<file path="src/rtl/pixel_buffer_writer.sv">
// pixel_buffer_writer: packs 2-bit pixels four per byte into the frame buffer, coalescing same-byte pixels.
// Full bytes are written blind and partial bytes go read-modify-write. Build macro PIXEL_FB_CLEAR_EN adds a full-frame clear.
//
// state   | meaning
// S_IDLE  | waiting; pops the FIFO head (or starts a clear when enabled)
// S_READ  | fb_addr driven with fb_we=0 to fetch the old byte
// S_MERGE | fb_rdata valid; merge the masked pixels into it
// S_WRITE | fb_we=1 for one cycle
// S_CLEAR | writes 0x00 to every byte, one per cycle
module pixel_buffer_writer #(
    parameter int FB_W       = 160,
    parameter int FB_H       = 120,
    parameter int FIFO_DEPTH = 8,
    parameter int ADDR_W     = 13
) (
    input  logic              clk,
    input  logic              reset,
    input  logic              draw,
    input  logic [7:0]        x_in,
    input  logic [7:0]        y_in,
    input  logic [1:0]        color,
    input  logic [7:0]        fb_rdata,
    output logic [ADDR_W-1:0] fb_addr,
    output logic              fb_we,
    output logic [7:0]        fb_wdata,
    output logic              busy,
    output logic              overflow,
    input  logic              clear,
    output logic              clear_done
);

    localparam int BPR      = FB_W / 4;
    localparam int FB_BYTES = BPR * FB_H;
    localparam int PTR_W    = $clog2(FIFO_DEPTH);

    typedef struct packed {
        logic [ADDR_W-1:0] addr;
        logic [7:0]        data;
        logic [3:0]        mask;
    } entry_t;

    typedef enum logic [2:0] {
        S_IDLE  = 3'd0,
        S_READ  = 3'd1,
        S_MERGE = 3'd2,
        S_WRITE = 3'd3,
        S_CLEAR = 3'd4
    } state_t;

    // Mask bit i covers slot i; slot 0 sits in the MSBs.
    function automatic logic [7:0] expand(input logic [3:0] m);
        return {{2{m[0]}}, {2{m[1]}}, {2{m[2]}}, {2{m[3]}}};
    endfunction

    logic              w_acc;
    logic [ADDR_W-1:0] w_pix_addr;
    logic [3:0]        w_pix_mask;
    logic [7:0]        w_pix_data;
    logic              w_push;
    logic              w_pop;
    logic              w_wr;
    logic              w_empty;
    logic              w_full;
    logic [7:0]        w_merged;
    entry_t            w_head;

    logic              r_pend_v;
    logic [ADDR_W-1:0] r_pend_addr;
    logic [7:0]        r_pend_data;
    logic [3:0]        r_pend_mask;

    entry_t            r_fifo [FIFO_DEPTH];
    logic [PTR_W-1:0]  r_wr_ptr;
    logic [PTR_W-1:0]  r_rd_ptr;
    logic [PTR_W:0]    r_count;

    state_t            r_state;
    logic [7:0]        r_cur_data;
    logic [3:0]        r_cur_mask;

    assign w_acc      = draw && (int'(x_in) < FB_W) && (int'(y_in) < FB_H);
    assign w_pix_addr = ADDR_W'(y_in) * ADDR_W'(BPR) + ADDR_W'(x_in[7:2]);
    assign w_pix_mask = 4'b0001 << x_in[1:0];
    assign w_pix_data = {color, 6'b0} >> {x_in[1:0], 1'b0};

    // A full pending byte leaves on the cycle after it fills, even if the same byte is hit again.
    assign w_push = r_pend_v && (!w_acc || (r_pend_mask == 4'hF) || (w_pix_addr != r_pend_addr));

    always_ff @(posedge clk or negedge reset) begin
        if (!reset) begin
            r_pend_v    <= 1'b0;
            r_pend_addr <= '0;
            r_pend_data <= '0;
            r_pend_mask <= '0;
        end else if (w_acc && r_pend_v && !w_push) begin
            r_pend_data <= (r_pend_data & ~expand(w_pix_mask)) | w_pix_data;
            r_pend_mask <= r_pend_mask | w_pix_mask;
        end else if (w_acc) begin
            r_pend_v    <= 1'b1;
            r_pend_addr <= w_pix_addr;
            r_pend_data <= w_pix_data;
            r_pend_mask <= w_pix_mask;
        end else if (w_push) begin
            r_pend_v    <= 1'b0;
        end
    end

    assign w_empty = (r_count == '0);
    assign w_full  = (r_count == (PTR_W+1)'(FIFO_DEPTH));
    assign w_pop   = (r_state == S_IDLE) && !w_empty;
    assign w_wr    = w_push && (!w_full || w_pop);
    assign w_head  = r_fifo[r_rd_ptr];

    always_ff @(posedge clk) begin
        if (w_wr) begin
            r_fifo[r_wr_ptr] <= {r_pend_addr, r_pend_data, r_pend_mask};
        end
    end

    always_ff @(posedge clk or negedge reset) begin
        if (!reset) begin
            r_wr_ptr <= '0;
            r_rd_ptr <= '0;
            r_count  <= '0;
            overflow <= 1'b0;
        end else begin
            if (w_wr) begin
                r_wr_ptr <= r_wr_ptr + 1'b1;
            end
            if (w_pop) begin
                r_rd_ptr <= r_rd_ptr + 1'b1;
            end
            case ({w_wr, w_pop})
                2'b10:   r_count <= r_count + 1'b1;
                2'b01:   r_count <= r_count - 1'b1;
                default: r_count <= r_count;
            endcase
            if (w_push && !w_wr) begin
                overflow <= 1'b1;
            end
        end
    end

    assign w_merged = (fb_rdata & ~expand(r_cur_mask)) | (r_cur_data & expand(r_cur_mask));
    assign busy     = r_pend_v || !w_empty || (r_state != S_IDLE);

`ifdef PIXEL_FB_CLEAR_EN
    logic r_clr_req;
`else
    logic w_unused_clear;
    assign w_unused_clear = clear;
    assign clear_done     = 1'b0;
`endif

    always_ff @(posedge clk or negedge reset) begin
        if (!reset) begin
            r_state    <= S_IDLE;
            r_cur_data <= '0;
            r_cur_mask <= '0;
            fb_addr    <= '0;
            fb_we      <= 1'b0;
            fb_wdata   <= '0;
`ifdef PIXEL_FB_CLEAR_EN
            r_clr_req  <= 1'b0;
            clear_done <= 1'b0;
`endif
        end else begin
            fb_we <= 1'b0;
`ifdef PIXEL_FB_CLEAR_EN
            clear_done <= 1'b0;
            if (clear && (r_state != S_CLEAR)) begin
                r_clr_req <= 1'b1;
            end
`endif
            case (r_state)
                S_IDLE: begin
                    if (w_pop) begin
                        r_cur_data <= w_head.data;
                        r_cur_mask <= w_head.mask;
                        fb_addr    <= w_head.addr;
                        if (w_head.mask == 4'hF) begin
                            fb_we    <= 1'b1;
                            fb_wdata <= w_head.data;
                            r_state  <= S_WRITE;
                        end else begin
                            r_state  <= S_READ;
                        end
                    end
`ifdef PIXEL_FB_CLEAR_EN
                    else if (r_clr_req) begin
                        r_clr_req <= 1'b0;
                        fb_we     <= 1'b1;
                        fb_addr   <= '0;
                        fb_wdata  <= 8'h00;
                        r_state   <= S_CLEAR;
                    end
`endif
                end
                S_READ: begin
                    r_state <= S_MERGE;
                end
                S_MERGE: begin
                    fb_we    <= 1'b1;
                    fb_wdata <= w_merged;
                    r_state  <= S_WRITE;
                end
                S_WRITE: begin
                    r_state <= S_IDLE;
                end
`ifdef PIXEL_FB_CLEAR_EN
                S_CLEAR: begin
                    if (fb_addr == ADDR_W'(FB_BYTES - 1)) begin
                        clear_done <= 1'b1;
                        r_state    <= S_IDLE;
                    end else begin
                        fb_we   <= 1'b1;
                        fb_addr <= fb_addr + 1'b1;
                    end
                end
`endif
                default: begin
                    r_state <= S_IDLE;
                end
            endcase
        end
    end

endmodule

</file>
<file path="config.mk">
export PLATFORM = sky130hd
export DESIGN_NAME = pixel_buffer_writer
export DESIGN_NICKNAME = d
export VERILOG_FILES = /design/src/rtl/pixel_buffer_writer.sv
export SDC_FILE = /design/constraint.sdc
export NUM_CORES = 1
export LEC_CHECK = 0
export ABC_AREA = 1
export CAP_MARGIN = 10
export CORE_MARGIN = 2
export CORE_UTILIZATION = 54
export CTS_CLUSTER_DIAMETER = 80
export DETAILED_ROUTE_END_ITERATION = 12
export GPL_TIMING_DRIVEN = 0
export PLACE_DENSITY = 0.77
export SLEW_MARGIN = 20
export SYNTH_ARGS = -nofsm -noshare
export SYNTH_HDL_FRONTEND = slang
export SYNTH_SLANG_ARGS = --single-unit
</file>
<file path="constraint.sdc">
create_clock -name clk -period 3.9 [get_ports clk]
set_input_delay 0.39 -clock clk [delete_from_list [all_inputs] [get_ports clk]]
set_output_delay 0.39 -clock clk [all_outputs]
set_load 0.03 [all_outputs]
</file>
======== Word level (Yosys, flattened, before mapping) ========
Memories as Yosys holds them, arrays and structs flattened.
Cells that the tools add are included.
operators by class
  bitwise logic cells ..................... 9
  $mul .................................... 1
  shift-type cells ........................ 2
  equal/unequal tests ..................... 10
  $lt $le $gt $ge ......................... 2
  reductions and logical operators ........ 29
  $add $sub $neg .......................... 5
  muxes and demuxes ....................... 18
operators by type and width
  kind                                                                   number
  8-bit two-way mux                                                      4
  8-bit AND                                                              3
  8-bit inverter                                                         2
  8-bit OR                                                               2
  8-bit case mux with 2 select lines                                     1
  13-bit by 6-bit adder with 13-bit output                               1
  13-bit inequality test                                                 1
  4-bit == test (second input constant)                                  3
  8-bit by 3-bit multiplier with 10-bit output (second input constant)   1
  3-bit case mux with 3 select lines                                     1
  1-bit logical AND                                                      8
  8-bit by 7-bit < comparator with 1-bit output (second input constant)  1
  8-bit < comparator (second input constant)                             1
  4-bit two-way mux                                                      2
  4-bit case mux with 2 select lines                                     1
  2-bit nonzero test                                                     4
  8-bit by 3-bit >> shifter with 8-bit output                            1
  3-bit by 1-bit adder with 3-bit output (second input constant)         2
  1-bit two-way mux                                                      6
  2-bit AND reduction                                                    3
  1-bit zero test                                                        5
  1-bit logical OR                                                       5
  4-bit by 1-bit adder with 4-bit output (second input constant)         1
  4-bit zero test                                                        1
  other kinds (16)                                                       16
word-level totals
  bits in writable memories ............... 200
  register bits ........................... 74
  input port bits ......................... 30
  memories ................................ 1
  word-level logic and storage cells ...... 91
memories
  name    depth  width  rd ports  clocked after Yosys merged registers in  write ports  RTL line  RTL
  r_fifo  8      25     1         0                                        1            72        entry_t r_fifo [FIFO_DEPTH];

======== Depth between registers and ports, before layout ========
  word-level depth ........................ 11
  mapped depth ............................ 28
  mapped depth without buffers ............ 28

======== Worst setup path after synthesis ========
OpenSTA, ideal clock, no wires.
  path type ............................... in2reg
  start ................................... input port y_in[1]
  end ..................................... memory r_fifo[1][0] (netlist bit), enable pin
  setup time .............................. 0.407 ns
  buffers on the path ..................... 0
  arrival time ............................ 3.662 ns
  cell stages on the path ................. 19
  required time ........................... 3.493 ns
  setup slack ............................. -0.169 ns
  cells stage by stage .................... ha_1 > ha_1 > fa_1 > nand2_1 > inv_1 > nand4_1 > nand2_1 > inv_1 > nor2_1 > nand2_1 > nand2_1 > nand2_1 > nand2_1 > nor2_2 > nand3_2 > nand2_2 > nor2_4 > nand2_1 > nor2_1
between the ends
  word-level cells in the longest chain between the ends .. 9
  elaborated cells between the ends (all ways) .. 12
RTL lines
  item                                                                              RTL line  RTL
  start: declaration                                                                20        input logic [7:0] y_in,
  branches (longest 4 deep; another with 13-bit by 6-bit adder with 13-bit output)  --
  1-bit logical OR *                                                                87        assign w_push = r_pend_v && (!w_acc || (r_pend_mask == 4'hF) || (w_pix_addr != r_pend_addr));
  1-bit logical AND *                                                               87
  1-bit logical AND *                                                               111       assign w_wr = w_push && (!w_full || w_pop);
  1-bit two-way mux *                                                               115       if (w_wr) begin
  1-bit two-way mux (not written as such) *                                         116       r_fifo[r_wr_ptr] <= {r_pend_addr, r_pend_data, r_pend_mask};
  end: declaration                                                                  72
Every way passes the cells marked *.

======== Final worst setup path ========
  start ................................... input port y_in[0]
  end ..................................... memory r_fifo[3][23] (netlist bit), enable pin
The elaborated chain is that of the path after synthesis.

==> metrics <==
initial antenna violation count 0; Yosys Warn Count 0; final setup TNS 0 ps; Ant. Diodes 0; slowest cell on the critical path fa_2; pwr dens 718 mW/mm^2; Lkg Pwr 5.28 nW; synthesized cell area 0.0118 sq mm; Syn Nets 1115; Mapped Cells 1060; area delta synth->final 18.0%; status finished, final reports clean; CP max FO 20; Pre-antenna DRT Iters 5; period utilisation layout 92.5%; GR Overflow Total 0; Worst-Skew Late Latency 530 ps; drt drc 0; max_cap viols 0; Worst Skew 13.9 ps; area share of the largest cell type after synthesis 50.8%; vias in the first global route 8332; Worst Hold Class input port to async pin; commonest non-fill, non-tap cell in the layout edfxtp_1; drt wl/cell 19.1 um; layout net count 1213; total CTS buffers 26; Fin. Hold Viols 0; drt total wl 27800 um; count of input and output buffers 52; all-layer global routing usage 23.8%; element type at the critical path start input port; Die H 152 um; slew of the pin with the lowest slew margin 923 ps; most frequent cells in the layout edfxtp_1 (200), nand2_1 (175), nor2_1 (140), o21ai_0 (140), dfrtp_1 (73); gpl congestion 0.810; post-synthesis cell type count 42; cell mode on critical path nand2_1; CP max stage delay 560 ps; Yosys reg bits 273; post-route ant nets 0; Initial Utilization 54.6%; core area 0.0216 sq mm; layout cell share with drive strength beyond 1 9.93%; Top FF cell, synth edfxtp_1; CTS max path bufs 3; pin count of the biggest net entering global routing 43; Die W 152 um; H-tree Lvls 1; CTS tree built; WS Path Type input port to register; critical path data required time 4130 ps; FF-to-FF setup slack 730 ps; largest cells by area after synthesis edfxtp_1 (51%), dfrtp_1 (15%), o21ai_0 (5.9%), nand2_1 (5.7%), nor2_1 (4.6%); via count 8502; first-pass GRT wire length 43700 um; EDFF count, synth 200; filler cell count 1579; CP endpoint kind register; unrepaired setup endpoints after global routing yes; area leader, netlist edfxtp_1; Final min period 3610 ps; detail-routed via count per cell 5.83; Worst IR Drop VDD 316 uV; root buffer cell clkbuf_16; # rows 54; die area 0.0231 sq mm; DRT iter0 DRCs 876; Clk pin slew, worst setup/hold paths 60 ps; fraction of registers with async set/reset 26.7%; Pwr Total 0.0100 W; # IOs 55; relative slew slack 38.5%; sequential area share after synthesis 66.3%; Fmax 0.277 GHz; crit path DAT 3830 ps; Syn Area/Cell 11.1 sq um; fin. max-slew vios 0; Setup Viol. Count Final 0; worst path cell trace clkdlybuf4s50_1, ha_1, ha_2, fa_2, nand2_1, inv_1, nand4_1, nand2_2, inv_1, nor2_2, nand2_1, nand2_1, nand2_1, nand2_1, nor2_2, nand3_4, nand2_4, nor2_4, nand2_1, nor2_4, buf_12; DP Wirelength 17700 um; clk sinks 273
[cells by family after synthesis]
| kind of cell | count (synthesis) | synth area share [%] |
|---|---|---|
| DFF | 273 | 66.3 |
| and+or+nand+nor | 421 | 15.3 |
| adders and majority gates | 25 | 2.84 |
| buffers and inverters | 109 | 3.78 |
| AOI/OAI and AO/OA | 224 | 11.2 |
| xor gates and xnor gates | 7 | 0.583 |
| other | 1 | 0.0317 |
[report_power, final]
group          internal [W]  switching (W)  leakage, nW
combinational       0.00117        0.00243         2.15
clock               0.00142        0.00105        0.405
sequential          0.00361       0.000321         2.72
[what timing repair did]
action / 4_1_cts / 5_1_grt
hold buffers: 1 / 0
gates resized for setup: 4 / 11
setup endpoints to repair: 171 / 195
buffers inserted: 2 / 6
pin swaps: 3 / 6
hold endpoints to repair: 31 / 0
[through the flow]
stage	utilization (%)	worst slack (ps)	area, sq um	instances	hold WS [ps]
after global routing	64.5	-46.3	13900	1458	382
final	64.5	294	13900	1458	343
after CTS	64.1	4.09	13900	1452	345
after global placement	58.7	-2010	12700	1392	462
after detailed placement	59.9	-771	12900	1401	362
after floorplan	-	-169	11800	1060	94.4
[worst max-delay path, delay by kind of cell]
kind                     cells  cell delay [ps]
AND/OR/NAND/NOR             14             1640
buffers and inverters        4              810
adder cells (fa/ha/maj)      3              970
[synth_stat cells (4+ instances only)]
| library cell | instances |
|---|---|
| a21oi_1 | 5 |
| a31oi_1 | 9 |
| clkbuf_1 | 39 |
| dfrtp_1 | 73 |
| edfxtp_1 | 200 |
| ha_1 | 22 |
| inv_1 | 54 |
| nand2_1 | 178 |
| nand2_2 | 12 |
| nand3_1 | 51 |
| nand3b_1 | 6 |
| nand4_1 | 8 |
| nor2_1 | 145 |
| nor2_2 | 5 |
| o211ai_1 | 9 |
| o21ai_0 | 140 |
| o21ai_2 | 4 |
| o221ai_1 | 31 |
| o22ai_1 | 21 |
| or2_2 | 9 |
[worst paths after layout]
| check | from | to | depth (start not counted) |
|---|---|---|---|
| max | y_in[0] | r_fifo[3][23]$_DFFE_PP_ | 21 |
| min | reset | fb_addr[3]$_DFFE_PN0P_ | 2 |
| max reg2reg | r_count[1]$_DFFE_PN0P_ | fb_addr[7]$_DFFE_PN0P_ | 10 |
| min reg2reg | fb_addr[6]$_DFFE_PN0P_ | fb_addr[6]$_DFFE_PN0P_ | 2 |
| min in group clk | x_in[4] | r_pend_addr[2]$_DFFE_PN0P_ | 3 |
| max in group asynchronous | reset | r_count[3]$_DFFE_PN0P_ | 3 |
[flip-flops by register name, summed over array words and instances (netlist names)]
| register | cells |
|---|---|
| r_wr_ptr | 3 |
| r_pend_mask | 4 |
| fb_wdata | 8 |
| fb_we | 1 |
| r_pend_addr | 13 |
| r_cur_mask | 4 |
| r_pend_data | 8 |
| r_rd_ptr | 3 |
| r_fifo | 200 |
| r_state | 2 |
| r_count | 4 |
| fb_addr | 13 |
| r_pend_v | 1 |
| overflow | 1 |
| r_cur_data | 8 |
[cell type report]
class	instances	area (sq um)	share of cell area, %
sequential	273	7830	56.2
multi-input combinational	678	3630	26.1
clock inverter	16	135	0.970
clock buffer	32	704	5.05
buffer	48	215	1.54
inverter	61	231	1.66
timing repair buffer	70	835	5.99
tap	280	350	2.51
[routing by layer]
| layer | up-vias | track usage, % | wire length (um) |
|---|---|---|---|
| li1 | 3951 | - | - |
| met1 | 4040 | 32.2 | 11300 |
| met2 | 447 | 39.3 | 13300 |
| met3 | 64 | 3.71 | 2560 |
| met4 | 0 | 9.35 | 626 |
| met5 | - | 0 | 0 |
(Power assumes the default switching activity.)
